<file path="src/rtl/perf_pkg.sv">
// ---------------------------------------------------------------------------
// perf_pkg
// Shared definitions for the retirement performance counter:
//   - state_t      : FSM state encoding (3 bits, also reported in the status word)
//   - SEL_*        : read-select codes for the polled read port
//   - CNT_W_DEF    : default counter width
// ---------------------------------------------------------------------------
package perf_pkg;

    localparam int CNT_W_DEF = 48;

    typedef enum logic [2:0] {
        ST_IDLE   = 3'd0,
        ST_RUN    = 3'd1,
        ST_DRAIN  = 3'd2,
        ST_REPORT = 3'd3,
        ST_DONE   = 3'd4
    } state_t;

    localparam logic [2:0] SEL_CYCLES = 3'd0;
    localparam logic [2:0] SEL_INSTR  = 3'd1;
    localparam logic [2:0] SEL_LANE0  = 3'd2;
    localparam logic [2:0] SEL_STATUS = 3'd6;
    localparam logic [2:0] SEL_ZERO   = 3'd7;

endpackage

</file>
<file path="src/rtl/perf_retire_counter_sat.sv">
// ---------------------------------------------------------------------------
// sat_counter
// Saturating up-counter used for every performance count.
// Ports:
//   i_clk, i_rst_n : clock, asynchronous active-low reset
//   i_clr          : synchronous clear to zero (wins over i_en)
//   i_en           : add i_inc this cycle
//   i_inc[2:0]     : increment amount (0..4 for a 4-lane popcount)
//   o_q            : current count; holds at all-ones once reached
//   o_sat          : this cycle's increment would have passed all-ones
// ---------------------------------------------------------------------------
module sat_counter
    import perf_pkg::*;
#(
    parameter int CNT_W = CNT_W_DEF
) (
    input  logic             i_clk,
    input  logic             i_rst_n,
    input  logic             i_clr,
    input  logic             i_en,
    input  logic [2:0]       i_inc,
    output logic [CNT_W-1:0] o_q,
    output logic             o_sat
);

    logic [CNT_W-1:0] r_q;
    logic [CNT_W:0]   w_sum;

    // One extra bit catches the carry; a carry means the true value passed all-ones.
    assign w_sum = {1'b0, r_q} + {{(CNT_W-2){1'b0}}, i_inc};
    assign o_sat = i_en & ~i_clr & w_sum[CNT_W];
    assign o_q   = r_q;

    always_ff @(posedge i_clk or negedge i_rst_n) begin
        if (!i_rst_n) begin
            r_q <= '0;
        end else if (i_clr) begin
            r_q <= '0;
        end else if (i_en) begin
            r_q <= w_sum[CNT_W] ? {CNT_W{1'b1}} : w_sum[CNT_W-1:0];
        end
    end

endmodule

</file>
<file path="src/rtl/perf_retire_counter.sv">
// ---------------------------------------------------------------------------
// perf_retire_counter
// Cycle / retired-instruction / per-lane performance counter for the 4-lane
// core. Counts while measuring, drains after the first halt, then pulses one
// report strobe per halted lane to the downstream IPC monitor.
// Ports:
//   i_clock, i_reset_n : core clock, asynchronous active-low reset
//   i_start            : clear counters and begin measuring (RUN)
//   i_clear            : clear counters and return to IDLE (highest priority)
//   i_retire_vld       : per-lane commit valid
//   i_halt             : per-lane halt commit
//   o_report           : one-cycle per-lane strobe in REPORT
//   o_done             : high while in DONE
//   i_rd_req, i_rd_sel : polled read request and select
//   o_rd_ack           : one-cycle read acknowledge
//   o_rd_data          : snapshot captured in the accept cycle
// ---------------------------------------------------------------------------
module perf_retire_counter
    import perf_pkg::*;
#(
    parameter int LANES        = 4,
    parameter int CNT_W        = CNT_W_DEF,
    parameter int DRAIN_CYCLES = 8
) (
    input  logic             i_clock,
    input  logic             i_reset_n,
    input  logic             i_start,
    input  logic             i_clear,
    input  logic [LANES-1:0] i_retire_vld,
    input  logic [LANES-1:0] i_halt,
    output logic [LANES-1:0] o_report,
    output logic             o_done,
    input  logic             i_rd_req,
    input  logic [2:0]       i_rd_sel,
    output logic             o_rd_ack,
    output logic [CNT_W-1:0] o_rd_data
);

    localparam int DW = (DRAIN_CYCLES > 1) ? $clog2(DRAIN_CYCLES) : 1;
    // DRAIN_CYCLES=0 still spends one cycle in DRAIN.
    localparam logic [DW-1:0] DRAIN_LOAD = (DRAIN_CYCLES > 0) ? DW'(DRAIN_CYCLES - 1) : '0;

    state_t           r_state, w_state_nxt;
    logic [DW-1:0]    r_drain_cnt;
    logic [LANES-1:0] r_halt_mask;
    logic             r_ovf;
    logic             r_rd_ack;
    logic [CNT_W-1:0] r_rd_data;

    logic             w_go_run, w_clr, w_en, w_accept;
    logic [2:0]       w_pop;
    logic [CNT_W-1:0] w_cyc_q, w_instr_q, w_rd_mux;
    logic [CNT_W-1:0] w_lane_q [LANES];
    logic [LANES+1:0] w_sat;

    // REPORT always moves on to DONE, so a start there is not honoured.
    assign w_go_run = i_start & (r_state != ST_REPORT);
    assign w_clr    = i_clear | w_go_run;
    assign w_en     = ((r_state == ST_RUN) | (r_state == ST_DRAIN)) & ~w_clr;

    always_comb begin
        w_state_nxt = r_state;
        if (i_clear) begin
            w_state_nxt = ST_IDLE;
        end else if (w_go_run) begin
            w_state_nxt = ST_RUN;
        end else begin
            case (r_state)
                ST_RUN:    if (|i_halt) w_state_nxt = ST_DRAIN;
                ST_DRAIN:  if (r_drain_cnt == '0) w_state_nxt = ST_REPORT;
                ST_REPORT: w_state_nxt = ST_DONE;
                default:   w_state_nxt = r_state;
            endcase
        end
    end

    always_ff @(posedge i_clock or negedge i_reset_n) begin
        if (!i_reset_n) begin
            r_state <= ST_IDLE;
        end else begin
            r_state <= w_state_nxt;
        end
    end

    always_ff @(posedge i_clock or negedge i_reset_n) begin
        if (!i_reset_n) begin
            r_drain_cnt <= '0;
            r_halt_mask <= '0;
        end else if ((r_state == ST_RUN) && (w_state_nxt == ST_DRAIN)) begin
            r_drain_cnt <= DRAIN_LOAD;
            r_halt_mask <= i_halt;
        end else if (r_state == ST_DRAIN) begin
            // Wraps harmlessly on the last DRAIN cycle; the state leaves DRAIN.
            r_drain_cnt <= r_drain_cnt - 1'b1;
            r_halt_mask <= r_halt_mask | i_halt;
        end
    end

    always_comb begin
        w_pop = '0;
        for (int i = 0; i < LANES; i++) begin
            w_pop = w_pop + {2'b00, i_retire_vld[i]};
        end
    end

    sat_counter #(.CNT_W(CNT_W)) u_cyc (
        .i_clk(i_clock), .i_rst_n(i_reset_n), .i_clr(w_clr), .i_en(w_en),
        .i_inc(3'd1), .o_q(w_cyc_q), .o_sat(w_sat[0])
    );

    sat_counter #(.CNT_W(CNT_W)) u_instr (
        .i_clk(i_clock), .i_rst_n(i_reset_n), .i_clr(w_clr), .i_en(w_en),
        .i_inc(w_pop), .o_q(w_instr_q), .o_sat(w_sat[1])
    );

    for (genvar g = 0; g < LANES; g++) begin : g_lane
        sat_counter #(.CNT_W(CNT_W)) u_lane (
            .i_clk(i_clock), .i_rst_n(i_reset_n), .i_clr(w_clr), .i_en(w_en),
            .i_inc({2'b00, i_retire_vld[g]}), .o_q(w_lane_q[g]), .o_sat(w_sat[g+2])
        );
    end

    always_ff @(posedge i_clock or negedge i_reset_n) begin
        if (!i_reset_n) begin
            r_ovf <= 1'b0;
        end else if (w_clr) begin
            r_ovf <= 1'b0;
        end else if (|w_sat) begin
            r_ovf <= 1'b1;
        end
    end

    always_comb begin
        w_rd_mux = '0;
        case (i_rd_sel)
            SEL_CYCLES: w_rd_mux = w_cyc_q;
            SEL_INSTR:  w_rd_mux = w_instr_q;
            SEL_STATUS: w_rd_mux[3:0] = {r_ovf, r_state};
            SEL_ZERO:   w_rd_mux = '0;
            default: begin
                for (int i = 0; i < LANES; i++) begin
                    if (int'(i_rd_sel) == int'(SEL_LANE0) + i) w_rd_mux = w_lane_q[i];
                end
            end
        endcase
    end

    // An outstanding ack blocks acceptance, so a held request acks every other cycle.
    assign w_accept = i_rd_req & ~r_rd_ack;

    always_ff @(posedge i_clock or negedge i_reset_n) begin
        if (!i_reset_n) begin
            r_rd_ack  <= 1'b0;
            r_rd_data <= '0;
        end else begin
            r_rd_ack <= w_accept;
            if (w_accept) r_rd_data <= w_rd_mux;
        end
    end

    assign o_report  = (r_state == ST_REPORT) ? r_halt_mask : '0;
    assign o_done    = (r_state == ST_DONE);
    assign o_rd_ack  = r_rd_ack;
    assign o_rd_data = r_rd_data;

endmodule
</file>
<file path="config.mk">
export PLATFORM = sky130hd
export DESIGN_NAME = perf_retire_counter
export DESIGN_NICKNAME = d
export VERILOG_FILES = /design/src/rtl/perf_pkg.sv /design/src/rtl/perf_retire_counter_sat.sv /design/src/rtl/perf_retire_counter.sv
export SDC_FILE = /design/constraint.sdc
export NUM_CORES = 1
export LEC_CHECK = 0
export ABC_CLOCK_PERIOD_IN_PS = 6600
export BUFFER_PORTS_ARGS = -buffer_cell sky130_fd_sc_hd__buf_4
export CORE_AREA = 2 2 308 158
export DETAILED_ROUTE_END_ITERATION = 16
export DIE_AREA = 0 0 310 160
export GPL_ROUTABILITY_DRIVEN = 1
export HOLD_SLACK_MARGIN = 0.15
export PLACE_DENSITY = 0.63
export SLEW_MARGIN = 40
export SYNTH_ARGS = -nofsm -noshare
export SYNTH_HDL_FRONTEND = slang
export SYNTH_SLANG_ARGS = --single-unit
export TNS_END_PERCENT = 30
</file>
<file path="constraint.sdc">
create_clock -name i_clock -period 6.6 [get_ports i_clock]
set_input_delay 1.98 -clock i_clock [delete_from_list [all_inputs] [get_ports i_clock]]
set_output_delay 1.98 -clock i_clock [all_outputs]
set_load 0.05 [all_outputs]
</file>
==> impl_metrics.json <==
{
  "regToRegSetupSlack_ps": 2820,
  "syn_area_per_cell_um2": 8.56,
  "grt_max_degree": 142,
  "fill_cells": 4534,
  "clock_path_buffers": 3,
  "slew_headroom_pct": 28.9,
  "dp_hpwl_um": 62200,
  "hold_viol": 0,
  "ys_seq_elements": 348,
  "area_growth_pct": 11.8,
  "max_stage_delay_ps": 610,
  "drt-initial-drc-count": 3252,
  "whs_ps": 479,
  "design_area_um2": 23400,
  "cts_tree": "yes",
  "syn_area_um2": 20900,
  "slew_violations": 0,
  "postCtsSetupRepairBufs": 0,
  "instances_no_fill": 3091,
  "viasPerCell": 6.84,
  "worstHoldPathType": "reg2reg",
  "holdBufCountCts": 0,
  "pre_cts_ws_ps": 1090,
  "power_leakage_nw": 9.04,
  "fin_crit_sh_pct": 78.1,
  "critPathLaunchType": "input pin",
  "vias": 21140,
  "synth.net_count": 2473,
  "route.detailed.drc": 0,
  "drt_pre_antenna_iters": 6,
  "synth_edf_count": 0,
  "wl_per_cell_um": 27.4,
  "async_flop_share_pct": 100,
  "tightest_slew_ps": 1060,
  "worst_ep_arrival_time_ps": 5600,
  "period_minus_slack_ps": 5150,
  "multi_input_area_um2": 11500,
  "grt_pass1_vias": 18716,
  "max_freq_mhz": 194,
  "htree_levels": 2,
  "synth_area_leaders": "dfrtp_1 (42%), mux2i_1 (7.1%), o21ai_0 (4.4%), nand2_1 (4.4%), a21oi_1 (3.8%)",
  "synth_top_flop_cell": "dfrtp_1",
  "grt_first_pass_wirelength_um": 126000,
  "post_dp_cell_area_um2": 22100,
  "yosys_warnings": 0,
  "cp.required_ps": 7050,
  "place_inst": 3025,
  "crit_top_cell": "fa_1",
  "cts_buffers": 36,
  "syn-instance-count": 2442,
  "root_buffer": "clkbuf_16",
  "synth_cell_type_count": 65,
  "gp_routability_congestion": 1.01,
  "maxCapViolCount": 0,
  "grt_usage_pct": 33.6,
  "gr-total-overflow": 0,
  "ant_nets": 0,
  "synth_top_area_share_pct": 41.6,
  "die-area_um2": 49600,
  "cpMaxStageDelayCell": "nor3_1",
  "cp.buffers_inverters": 3,
  "start_util_pct": 44.2,
  "crit_path_cell_trace": "buf_4 > fa_1 > inv_1 > fa_1 > inv_1 > fa_1 > nand3_1 > nor3_1 > nand3_1 > o21a_1 > and3_1 > a311oi_1",
  "power_density_nw_per_um2": 214,
  "peakVddDrop_mv": 0.147,
  "ios": 70,
  "rsz0062_at_grt": "no",
  "cp_top_family": "simple AND/OR/NAND/NOR gates",
  "die_h_um": 160,
  "fp.dieW_um": 310,
  "clk_latency_ps": 540,
  "layout_setup_ws_ps": 1450,
  "outcome": "finished clean",
  "clock_skew_ps": 16.2,
  "yosys.area.top_type": "dfrtp_1",
  "antenna_found_initial": 1,
  "drive_gt1_share_pct": 9.83,
  "setup_viol": 0,
  "regArea_um2": 8710,
  "routed_wl_um": 84800,
  "core_area_um2": 47400,
  "portBuffers": 69,
  "rows": 57,
  "crit_path_max_fanout": 13,
  "setup-tns-final_ps": 0,
  "cp-end-kind": "register",
  "clk_pin_slew_worst_paths_ps": 60,
  "cts_sinks": 348,
  "cts.repair.resized": 0,
  "finalNetCount": 2449,
  "yosysSeqAreaShare_pct": 41.6,
  "crit_type": "in2reg"
}
-- state kept, by name, summed over array words and instances, names as in the netlist --
register and flops:
o_rd_ack 1, r_state 3, r_halt_mask 4, o_rd_data 48, r_ovf 1, u_instr.o_q 48, u_cyc.o_q 48, g_lane.u_lane.o_q 192
r_drain_cnt 3
-- final timing paths --
kind / start / end / depth (start not counted)
setup / recovery: i_retire_vld[0] / u_instr.o_q[33] / 12
hold / removal: o_rd_data[34] / o_rd_data[34] / 2
setup reg to reg: g_lane[2].u_lane.o_q[4] / g_lane[2].u_lane.o_q[39] / 7
hold reg to reg: o_rd_data[34] / o_rd_data[34] / 2
max in group asynchronous: i_reset_n / g_lane[2].u_lane.o_q[10] / 3
min in group asynchronous: i_reset_n / u_cyc.o_q[29] / 1
-- cells in the final DEF (no fill, tap or decap), types with 12 or more instances in the layout --
| cell | netlist | routed |
|---|---|---|
| clkbuf_16 | 0 | 37 |
| a211oi_1 | 49 | 49 |
| o22ai_1 | 60 | 60 |
| inv_1 | 49 | 49 |
| and3_1 | 72 | 72 |
| a311oi_1 | 70 | 70 |
| or3_1 | 14 | 14 |
| nand2_1 | 244 | 244 |
| nor2_1 | 184 | 182 |
| a41oi_1 | 22 | 22 |
| nor3_1 | 137 | 136 |
| or2_2 | 12 | 12 |
| and2_1 | 19 | 19 |
| o21ai_0 | 184 | 177 |
| buf_4 | 1 | 93 |
| o21a_1 | 15 | 14 |
| nand3_1 | 133 | 132 |
| a31oi_1 | 50 | 50 |
| mux2i_1 | 148 | 148 |
| o221a_2 | 30 | 30 |
| ha_1 | 12 | 12 |
| and4_1 | 24 | 24 |
| nand4_1 | 85 | 85 |
| nor4_1 | 42 | 34 |
| a21oi_1 | 157 | 156 |
| dfrtp_1 | 348 | 348 |
-- area by class of cell --
class	count	area share (%)
Sequential cell	348	37.3
Antenna cell	1	0.0107
Multi-Input combinational cell	1874	49.1
Tap cell	649	3.47
Timing Repair Buffer	109	4.31
Clock inverter	6	0.343
Inverter	49	0.787
Clock buffer	55	4.68
-- where the power goes --
part / internal [W] / switching [W]
clock network: 0.00122 / 0.000916
registers: 0.00218 / 0.0000400
logic: 0.000154 / 0.000485
total: 0.00355 / 0.00144
-- per-stage QoR --
stage | total power [W] | util, %
finish | 0.00499 | 49.4
global placement | 0.00287 | 46.4
CTS | 0.00500 | 49.1
floorplan | 0.00261 | -
detailed placement | 0.00288 | 46.6
global route | 0.00514 | 49.4
-- Yosys cell counts, drive strengths merged, types with 6 or more instances --
library cell and instances:
a311oi 70, ha 12, and3 72, o221a 30
a41o 6, clkbuf 129, nor2 184, nand3 133
o22ai 60, o21ai 185, nor4 45, nand2b 6
nand2 245, nand4 87, a31oi 50, a41oi 22
a21oi 157, o211a 9, buf 42, mux2i 148
o21a 15, dfrtp 348, or2 14, o211ai 7
and2 20, or3 14, nor3b 7, inv 49
a221oi 10, nor3 140, or4 6, and4 24
a211oi 49
-- worst min-delay path, delay by kind of cell, from the launching register on --
| kind | cells | cell delay (ps) |
|---|---|---|
| AO/OA/AOI/OAI | 1 | 60 |
| flip-flops | 1 | 340 |
| AND/OR/NAND/NOR | 1 | 40 |
-- cells by family after synthesis --
kind of cell / count (synthesis) / synth area share (%)
AO/OA/AOI/OAI: 695 / 21.7
XOR/XNOR: 6 / 0.251
adder cells (fa/ha/maj): 15 / 1.01
buffers and inverters: 220 / 4.08
flip-flops: 348 / 41.6
multiplexers: 152 / 7.30
AND/OR/NAND/NOR: 1006 / 24.1
-- metal layers --
layer / global-route usage [%] / wire length, um
met5: 2.62 / 194
met1: 55.7 / 40300
met3: 15.2 / 13600
met4: 5.99 / 1690
met2: 37.5 / 29000
No activity file was read; power rests on OpenSTA's default activity.
